==> config.mk <==
export PLATFORM = sky130hd
export DESIGN_NAME = codec_config_sequencer
export DESIGN_NICKNAME = d
export VERILOG_FILES = /design/src/rtl/codec_config_sequencer.sv
export SDC_FILE = /design/constraint.sdc
export NUM_CORES = 1
export LEC_CHECK = 0
export ABC_CLOCK_PERIOD_IN_PS = 3100
export CAP_MARGIN = 15
export CELL_PAD_IN_SITES_DETAIL_PLACEMENT = 1
export CELL_PAD_IN_SITES_GLOBAL_PLACEMENT = 1
export CORE_ASPECT_RATIO = 0.9
export CORE_MARGIN = 5
export CORE_UTILIZATION = 35
export DETAILED_ROUTE_END_ITERATION = 16
export GPL_ROUTABILITY_DRIVEN = 0
export GPL_TIMING_DRIVEN = 0
export PLACE_DENSITY_LB_ADDON = 0.1
export SLEW_MARGIN = 20
export SYNTH_ARGS = -nofsm -noshare
export SYNTH_HDL_FRONTEND = slang
export SYNTH_SLANG_ARGS = --single-unit
==> constraint.sdc <==
create_clock -name i_clk -period 3.1 [get_ports i_clk]
set_clock_uncertainty 0.1 [all_clocks]
set_input_delay 0.62 -clock i_clk [delete_from_list [all_inputs] [get_ports i_clk]]
set_output_delay 0.62 -clock i_clk [all_outputs]
set_load 0.01 [all_outputs]
==> src/rtl/codec_config_sequencer.sv <==
// Walks the fixed WM8731 register table, handing one word at a time to the I2C master,
// with per-word retry, transaction time-out and done/error status reporting.
module codec_config_sequencer #(
  parameter int unsigned GAP_CYCLES     = 16,
  parameter int unsigned MAX_RETRY      = 3,
  parameter int unsigned TIMEOUT_CYCLES = 4096
) (
  input  logic        i_clk,
  input  logic        i_reset_n,
  input  logic        i_go,
  input  logic        i_i2c_ready,
  input  logic        i_i2c_done,
  input  logic        i_i2c_ack_err,
  output logic        o_i2c_start,
  output logic [15:0] o_i2c_data,
  output logic        o_busy,
  output logic        o_config_done,
  output logic        o_config_error,
  output logic [3:0]  o_word_index
);

  localparam int unsigned RetryW = $clog2(MAX_RETRY + 1);
  localparam int unsigned GapW   = (GAP_CYCLES > 1) ? $clog2(GAP_CYCLES) : 1;

  localparam logic [RetryW-1:0] RetryMax = RetryW'(MAX_RETRY);
  localparam logic [GapW-1:0]   GapLast  = GapW'(GAP_CYCLES - 1);
  localparam logic [15:0]       TmoLast  = 16'(TIMEOUT_CYCLES - 1);
  localparam logic [15:0]       TmoSat   = 16'hFFFF;
  localparam logic [3:0]        LastWord = 4'd10;

  typedef enum logic [2:0] {
    StIdle,
    StLoad,
    StStart,
    StWait,
    StCheck,
    StGap,
    StDone,
    StError
  } state_e;

  function automatic logic [15:0] f_table(input logic [3:0] idx);
    logic [15:0] word;
    case (idx)
      4'd0:    word = 16'h1E00;
      4'd1:    word = 16'h0017;
      4'd2:    word = 16'h0217;
      4'd3:    word = 16'h0479;
      4'd4:    word = 16'h0679;
      4'd5:    word = 16'h0812;
      4'd6:    word = 16'h0A00;
      4'd7:    word = 16'h0C00;
      4'd8:    word = 16'h0E02;
      4'd9:    word = 16'h1000;
      4'd10:   word = 16'h1201;
      default: word = 16'h0000;
    endcase
    return word;
  endfunction

  state_e              r_state, w_state_nxt;
  logic [3:0]          r_word, w_word_nxt;
  logic [RetryW-1:0]   r_retry, w_retry_nxt, w_retry_inc;
  logic [15:0]         r_tmo, w_tmo_nxt;
  logic [GapW-1:0]     r_gap, w_gap_nxt;
  logic                r_fail, w_fail_nxt;
  logic [15:0]         r_data, w_data_nxt;
  logic                r_start, w_start_nxt;
  logic                r_busy, w_busy_nxt;
  logic                r_done, w_done_nxt;
  logic                r_error, w_error_nxt;

  assign w_retry_inc = r_retry + RetryW'(1);

  always_comb begin
    w_state_nxt = r_state;
    w_word_nxt  = r_word;
    w_retry_nxt = r_retry;
    w_tmo_nxt   = r_tmo;
    w_gap_nxt   = r_gap;
    w_fail_nxt  = r_fail;
    w_data_nxt  = r_data;
    w_start_nxt = 1'b0;
    w_done_nxt  = r_done;
    w_error_nxt = r_error;

    case (r_state)
      StIdle, StDone, StError: begin
        if (i_go) begin
          w_word_nxt  = 4'd0;
          w_retry_nxt = '0;
          w_done_nxt  = 1'b0;
          w_error_nxt = 1'b0;
          w_state_nxt = StLoad;
        end
      end
      StLoad: begin
        w_data_nxt  = f_table(r_word);
        // Request is registered, so decide now to have it visible in the first START cycle.
        w_start_nxt = i_i2c_ready;
        w_state_nxt = StStart;
      end
      StStart: begin
        if (r_start) begin
          w_tmo_nxt   = '0;
          w_state_nxt = StWait;
        end else begin
          w_start_nxt = i_i2c_ready;
        end
      end
      StWait: begin
        if (i_i2c_done) begin
          w_fail_nxt  = i_i2c_ack_err;
          w_state_nxt = StCheck;
        end else if (r_tmo == TmoLast) begin
          w_fail_nxt  = 1'b1;
          w_state_nxt = StCheck;
        end else if (r_tmo != TmoSat) begin
          w_tmo_nxt = r_tmo + 16'd1;
        end
      end
      StCheck: begin
        w_gap_nxt = '0;
        if (!r_fail) begin
          w_retry_nxt = '0;
          if (r_word == LastWord) begin
            w_done_nxt  = 1'b1;
            w_state_nxt = StDone;
          end else begin
            w_word_nxt  = r_word + 4'd1;
            w_state_nxt = StGap;
          end
        end else begin
          w_retry_nxt = w_retry_inc;
          if (w_retry_inc == RetryMax) begin
            w_error_nxt = 1'b1;
            w_state_nxt = StError;
          end else begin
            w_state_nxt = StGap;
          end
        end
      end
      StGap: begin
        if (r_gap == GapLast) begin
          w_state_nxt = StLoad;
        end else begin
          w_gap_nxt = r_gap + GapW'(1);
        end
      end
      default: w_state_nxt = StIdle;
    endcase

    w_busy_nxt = !(w_state_nxt == StIdle || w_state_nxt == StDone || w_state_nxt == StError);
  end

  always_ff @(posedge i_clk or negedge i_reset_n) begin
    if (!i_reset_n) begin
      r_state <= StIdle;
      r_word  <= 4'd0;
      r_retry <= '0;
      r_tmo   <= '0;
      r_gap   <= '0;
      r_fail  <= 1'b0;
      r_data  <= 16'h0000;
      r_start <= 1'b0;
      r_busy  <= 1'b0;
      r_done  <= 1'b0;
      r_error <= 1'b0;
    end else begin
      r_state <= w_state_nxt;
      r_word  <= w_word_nxt;
      r_retry <= w_retry_nxt;
      r_tmo   <= w_tmo_nxt;
      r_gap   <= w_gap_nxt;
      r_fail  <= w_fail_nxt;
      r_data  <= w_data_nxt;
      r_start <= w_start_nxt;
      r_busy  <= w_busy_nxt;
      r_done  <= w_done_nxt;
      r_error <= w_error_nxt;
    end
  end

  assign o_i2c_start    = r_start;
  assign o_i2c_data     = r_data;
  assign o_busy         = r_busy;
  assign o_config_done  = r_done;
  assign o_config_error = r_error;
  assign o_word_index   = r_word;

endmodule

# Word level (Yosys, flattened, before mapping)
# Memories as Yosys holds them, arrays and structs flattened. A register that Yosys moved wholly into a read port is not among the register bits.
# Cells that the tools add are included.
dict set report word_totals {
  ff_bits 50
  romBits 176
  out_inout_bits 24
  word_cells 93
  memories 1
}
dict set report op_classes {
  n_addsub 4
  n_eq_ne 25
  muxes 34
  n_reduce_logical 18
}
# memory depth word_bits rd rd_clocked_by_memory_dff wr line
set mem_list {}
lappend mem_list {{(name not given)} 16 11 1 1 0 44} ;# case (idx)
# cell count
set op_table {}
lappend op_table {{two-way mux 16 bit} 4}
lappend op_table {{case mux 16 bit (2 select lines)} 1}
lappend op_table {{!= test 2 bit, second input constant} 11}
lappend op_table {{equality test 3 bit, second input constant} 6}
lappend op_table {{two-way mux 3 bit} 6}
lappend op_table {{case mux 3 bit (6 select lines)} 1}
lappend op_table {{adder 16 x 1 -> 16 bit, second input constant} 1}
lappend op_table {{equality test 16 x 12 -> 1 bit, second input constant} 1}
lappend op_table {{two-way mux 4 bit} 4}
lappend op_table {{!= test 16 bit, second input constant} 1}
lappend op_table {{case mux 4 bit (2 select lines)} 2}
lappend op_table {{AND reduction 4 bit} 3}
lappend op_table {{adder 4 x 1 -> 4 bit, second input constant} 2}
lappend op_table {{equality test 4 bit, second input constant} 2}
lappend op_table {{two-way mux 1 bit} 8}
lappend op_table {{two-way mux 2 bit} 4}
lappend op_table {{nonzero test 2 bit} 4}
lappend op_table {{equality test 3 x 2 -> 1 bit, second input constant} 2}
lappend op_table {{zero test 3 bit} 2}
lappend op_table {{case mux 1 bit (2 select lines)} 3}
lappend op_table {{AND reduction 2 bit} 3}
lappend op_table {{AND reduction 5 bit} 1}
lappend op_table {{case mux 2 bit (2 select lines)} 1}
lappend op_table {{equality test 3 x 1 -> 1 bit, second input constant} 1}
lappend op_table {{5 further kinds} 7}

# Logic depth before layout (Yosys ltp)
dict set report depth {
  depth_word 9
  depth_mapped 7
  ltp_nobuf 6
}

# Worst setup path before layout
# Ideal clock, no wire load.
dict set report synth_path {
  kind {in2reg}
  start {in i_i2c_done}
  end {reg r_tmo[9]}
  setup_time_ns 0.078
  t_arrival_ns 2.139
  required_ns 2.922
  setup_slack_ns 0.783
  cell_stages 6
  path_buffers 2
  cell_sequence {nand4bb_4 -> buf_6 -> or4_1 -> buf_2 -> or4_1 -> a21oi_1}
}
dict set report synth_between {
  elab_chain_len 2
}
# item line
set synth_lines {}
lappend synth_lines {{start, declared} 12} ;# input logic i_i2c_done,
lappend synth_lines {{!= test 2 bit (no line)} n/a}
lappend synth_lines {{AND reduction 5 bit (no line)} n/a}
lappend synth_lines {{end signal, assigned} 173} ;# r_tmo <= w_tmo_nxt;
lappend synth_lines {{end, declared} 64} ;# logic [15:0] r_tmo, w_tmo_nxt;
# No other way between the ends.
# A chain may end at the register's enable or synchronous reset.

# Final worst setup path
# Ends and elaborated chain as after synthesis.

==> key figures <==
Status
  – Result of the run: complete, no violations

Finish
  – Net count, final: between 300 and 400
  – Layout cell share with drive strength beyond 1: ~8.4%
  – Antenna Cells: 0
  – Layout overhead on the synthesized area: 18.6%
  – Post-route cell area: roughly 3000 µm²

Floorplanning
  – DIE AREA: 9000 µm²
  – Core footprint: between 7000 and 8000 µm²
  – IO Pins: 30
  – FP Rows: 29
  – Die boundary width: 99.4 µm
  – Die Ht: 90.5 µm
  – Effective utilization at floorplan: a little over a third

Clocking
  – Buffer count from post-CTS setup fixing: 0
  – Post-cts resize count: 0
  – CTS tree: done
  – Longest Clk Path Bufs: 2
  – Clock latency at the later pin of the worst-skew pair: roughly 0.30 ns
  – Max H-tree Level: 2
  – Post-CTS clock slew at the launch and capture registers of the worst setup and hold paths: around 0.080 ns
  – Cell at the root of the clock tree: clkbuf_8
  – Number of buffers created by CTS: 5
  – Clock sink total: 43
  – CTS Hold Bufs: 0

Global route
  – Number of global-route vias before repair: around 2200
  – Initial antenna violation count: 0
  – Maximum number of pins on one net before global-route repair: 27
  – Congestion Overflow GR: 0
  – Wire length of the first global-routing pass: between 10 and 15 mm
  – GRT Resource Usage Total: approximately 15%

Power
  – Switching part of the total: 40.9%
  – Static Leakage: 1.23 nW
  – Peak supply drop: around 350 µV
  – Sequential fraction of design power: approximately 36%
  – Power per standard cell area: 820 nW/µm²
  – Overall Power: around 2.4 mW
  – Clock power frac: about 14%
  – Net switching component of the power: 1.00 mW
  – Part of the power in combinational logic: approximately half
  – Cell-internal power: about 1.4 mW

Synth
  – Proportion of synthesized flip-flops having asynchronous set or reset: 100%
  – Count of synthesis-stage warnings from yosys: 0
  – Synth cell types: 51
  – Biggest area contributors in the synthesized netlist: dfrtp_1, o21ai_0, nand2_1
  – Post-synthesis area per instance: 9.23 µm²
  – Post-synth top cells: dfrtp_1, nand2_1, o21ai_0
  – Most instantiated flip-flop cell in the synthesis netlist: dfrtp_1
  – Number of flops mapped to enable cells by yosys: 0
  – Yosys top cell area share: between 40% and 50%
  – Post-Synthesis Cells: about 270
  – Mapped cell area: roughly 2500 µm²
  – Most instantiated library cell after synthesis: dfrtp_1
  – Leading area contributor after synthesis: dfrtp_1
  – Number of synthesized register bits: 43
  – Fraction of the yosys area taken by sequential cells: 42.7%

Setup path
  – CP startpoint kind: input port
  – Category of the critical setup timing path: in2reg
  – Endpoint kind of the worst setup timing path: register
  – Largest fanout on the critical path: 9
  – Max stage delay cell, worst path: clkdlybuf4s50_1
  – Worst path most repeated cell: or4_1
  – Stage delay of the slowest cell on the critical path: 0.47 ns
  – Worst endpoint data arrival time: 2.76 ns
  – Required time reported for the critical path endpoint: 3.22 ns
  – Sequence of cells on the critical path: clkdlybuf4s50_1 > nand4bb_4 > buf_6 > or4_1 > buf_2 > or4_1 > a21oi_1

Timing
  – Worst Max-Slew Pin Slew: 0.657 ns
  – Endpoints failing setup: 0
  – Count of endpoints failing hold in the final timing report: 0
  – Number of max-slew violations in the final report: 0
  – Maximum clock frequency: 0.379 GHz
  – RSZ-0062 raised after global routing: false
  – Final critical-path share of the clock period: a little under nine tenths
  – Relative slew slack: a little under three fifths
  – Setup TNS Final: 0 ns
  – Minimum clock period after layout: between 2 and 3 ns

Route
  – Detailed Route WL: 6.33 mm
  – Via count of the routed design: between 2000 and 2500
  – Average via count per standard cell: 5.32
  – Detail Route Antenna Nets: 0
  – Average wire per cell in the routed design: approximately 16 µm
  – Iteration-0 DRC Markers: 100
  – # DRC: 0
  – Number of detailed-routing iterations run before antenna repair: 4

Hold path
  – Hold Crit Class: in2async

Placed design
  – Instance area after placement: about 2900 µm²
  – Final HPWL DP: 4.74 mm
  – Count of input and output buffers: 24

Flow run
  – Reported max-cap violation count: 0
-- worst paths after layout --
| path | startpoint | to | slack [ns] | cells past startpoint |
|---|---|---|---|---|
| worst max-delay path | i_i2c_done | r_tmo[9]$_DFFE_PN0P_ | 0.46 | 7 |
| min in group i_clk | o_i2c_data[11]$_DFFE_PN0N_ | o_i2c_data[11]$_DFFE_PN0N_ | 0.38 | 2 |
| max in group asynchronous | i_reset_n | r_tmo[6]$_DFFE_PN0P_ | 2.23 | 2 |
| worst min register to register | o_i2c_data[11]$_DFFE_PN0N_ | o_i2c_data[11]$_DFFE_PN0N_ | 0.38 | 2 |
| worst min-delay path | i_reset_n | r_tmo[13]$_DFFE_PN0P_ | 0.16 | 1 |
| worst max register to register | r_tmo[13]$_DFFE_PN0P_ | r_tmo[0]$_DFFE_PN0P_ | 0.75 | 5 |
-- per-stage QoR --
step | utilization [%] | hold slack [ns] | std cells | setup WS [ns]
floorplan | - | 0.224 | 277 | 0.783
global placement | 41.1 | 0.362 | 394 | 0.00572
detailed placement | 41.3 | 0.370 | 395 | 0.152
CTS | 42.4 | 0.173 | 403 | 0.466
global route | 42.4 | 0.186 | 403 | 0.350
finish | 42.4 | 0.163 | 403 | 0.463
-- logic make-up after synthesis --
logic type | after synthesis | share of synthesized area, %
adders and majority gates | 7 | 3.48
AOI/OAI and AO/OA | 82 | 20.9
buffers and inverters | 36 | 7.20
DFF | 43 | 42.7
muxes | 11 | 4.42
other | 1 | 0.149
xor gates and xnor gates | 2 | 0.696
and+or+nand+nor | 91 | 20.5
-- metal layers --
layer | vias up | GRT usage (%) | part of all wire, %
met5 | - | 0 | 0
met2 | 32 | 22.0 | 43
met1 | 1032 | 22.7 | 53
met3 | 7 | 2.86 | 3.2
met4 | 0 | 3.98 | 1.0
li1 | 1071 | - | -
-- cell type report --
type	instances	area, µm²
Timing Repair Buffer	25	255
Tap cell	93	116
Clock inverter	1	5.00
Inverter	13	48.8
Multi-Input combinational cell	198	1280
Clock buffer	7	76.3
Sequential cell	43	1080
Buffer	23	133
Fill cell	833	4050
-- cell usage in the layout, fill, tap and decap left out, drive strengths merged, types with 7 or more instances in the layout --
| master | netlist | routed |
|---|---|---|
| o21ai | 23 | 23 |
| nand2 | 30 | 30 |
| nand3 | 7 | 7 |
| inv | 13 | 13 |
| buf | 14 | 16 |
| clkbuf | 9 | 16 |
| clkdlybuf4s50 | 0 | 23 |
| or3 | 8 | 8 |
| a21oi | 20 | 20 |
| or4 | 9 | 9 |
| o31ai | 12 | 12 |
| ha | 7 | 7 |
| mux2i | 10 | 10 |
| nor2 | 10 | 10 |
| dfrtp | 43 | 43 |
-- state kept, by name, summed over array words and instances (netlist names) --
name,flops
o_config_done,1
r_gap,4
o_i2c_data,9
o_word_index,4
o_busy,1
r_state,3
r_fail,1
o_config_error,1
r_tmo,16
o_i2c_start,1
r_retry,2
-- power groups by stage --
stage / clock [mW] / sequential (mW) / combinational (mW)
after floorplan: 0 / 0.907 / 0.751
after global placement: 0 / 0.893 / 1.20
after detailed placement: 0 / 0.901 / 1.22
after CTS: 0.371 / 0.892 / 1.23
after global routing: 0.397 / 0.918 / 1.38
final: 0.351 / 0.886 / 1.21
-- worst max-delay path: cells and delay by family --
kind | cells | cell delay [ns]
AO/OA/AOI/OAI | 1 | 0.15
buffers and inverters | 3 | 0.80
AND/OR/NAND/NOR | 3 | 1.19
No activity file was read; power rests on OpenSTA's default activity.
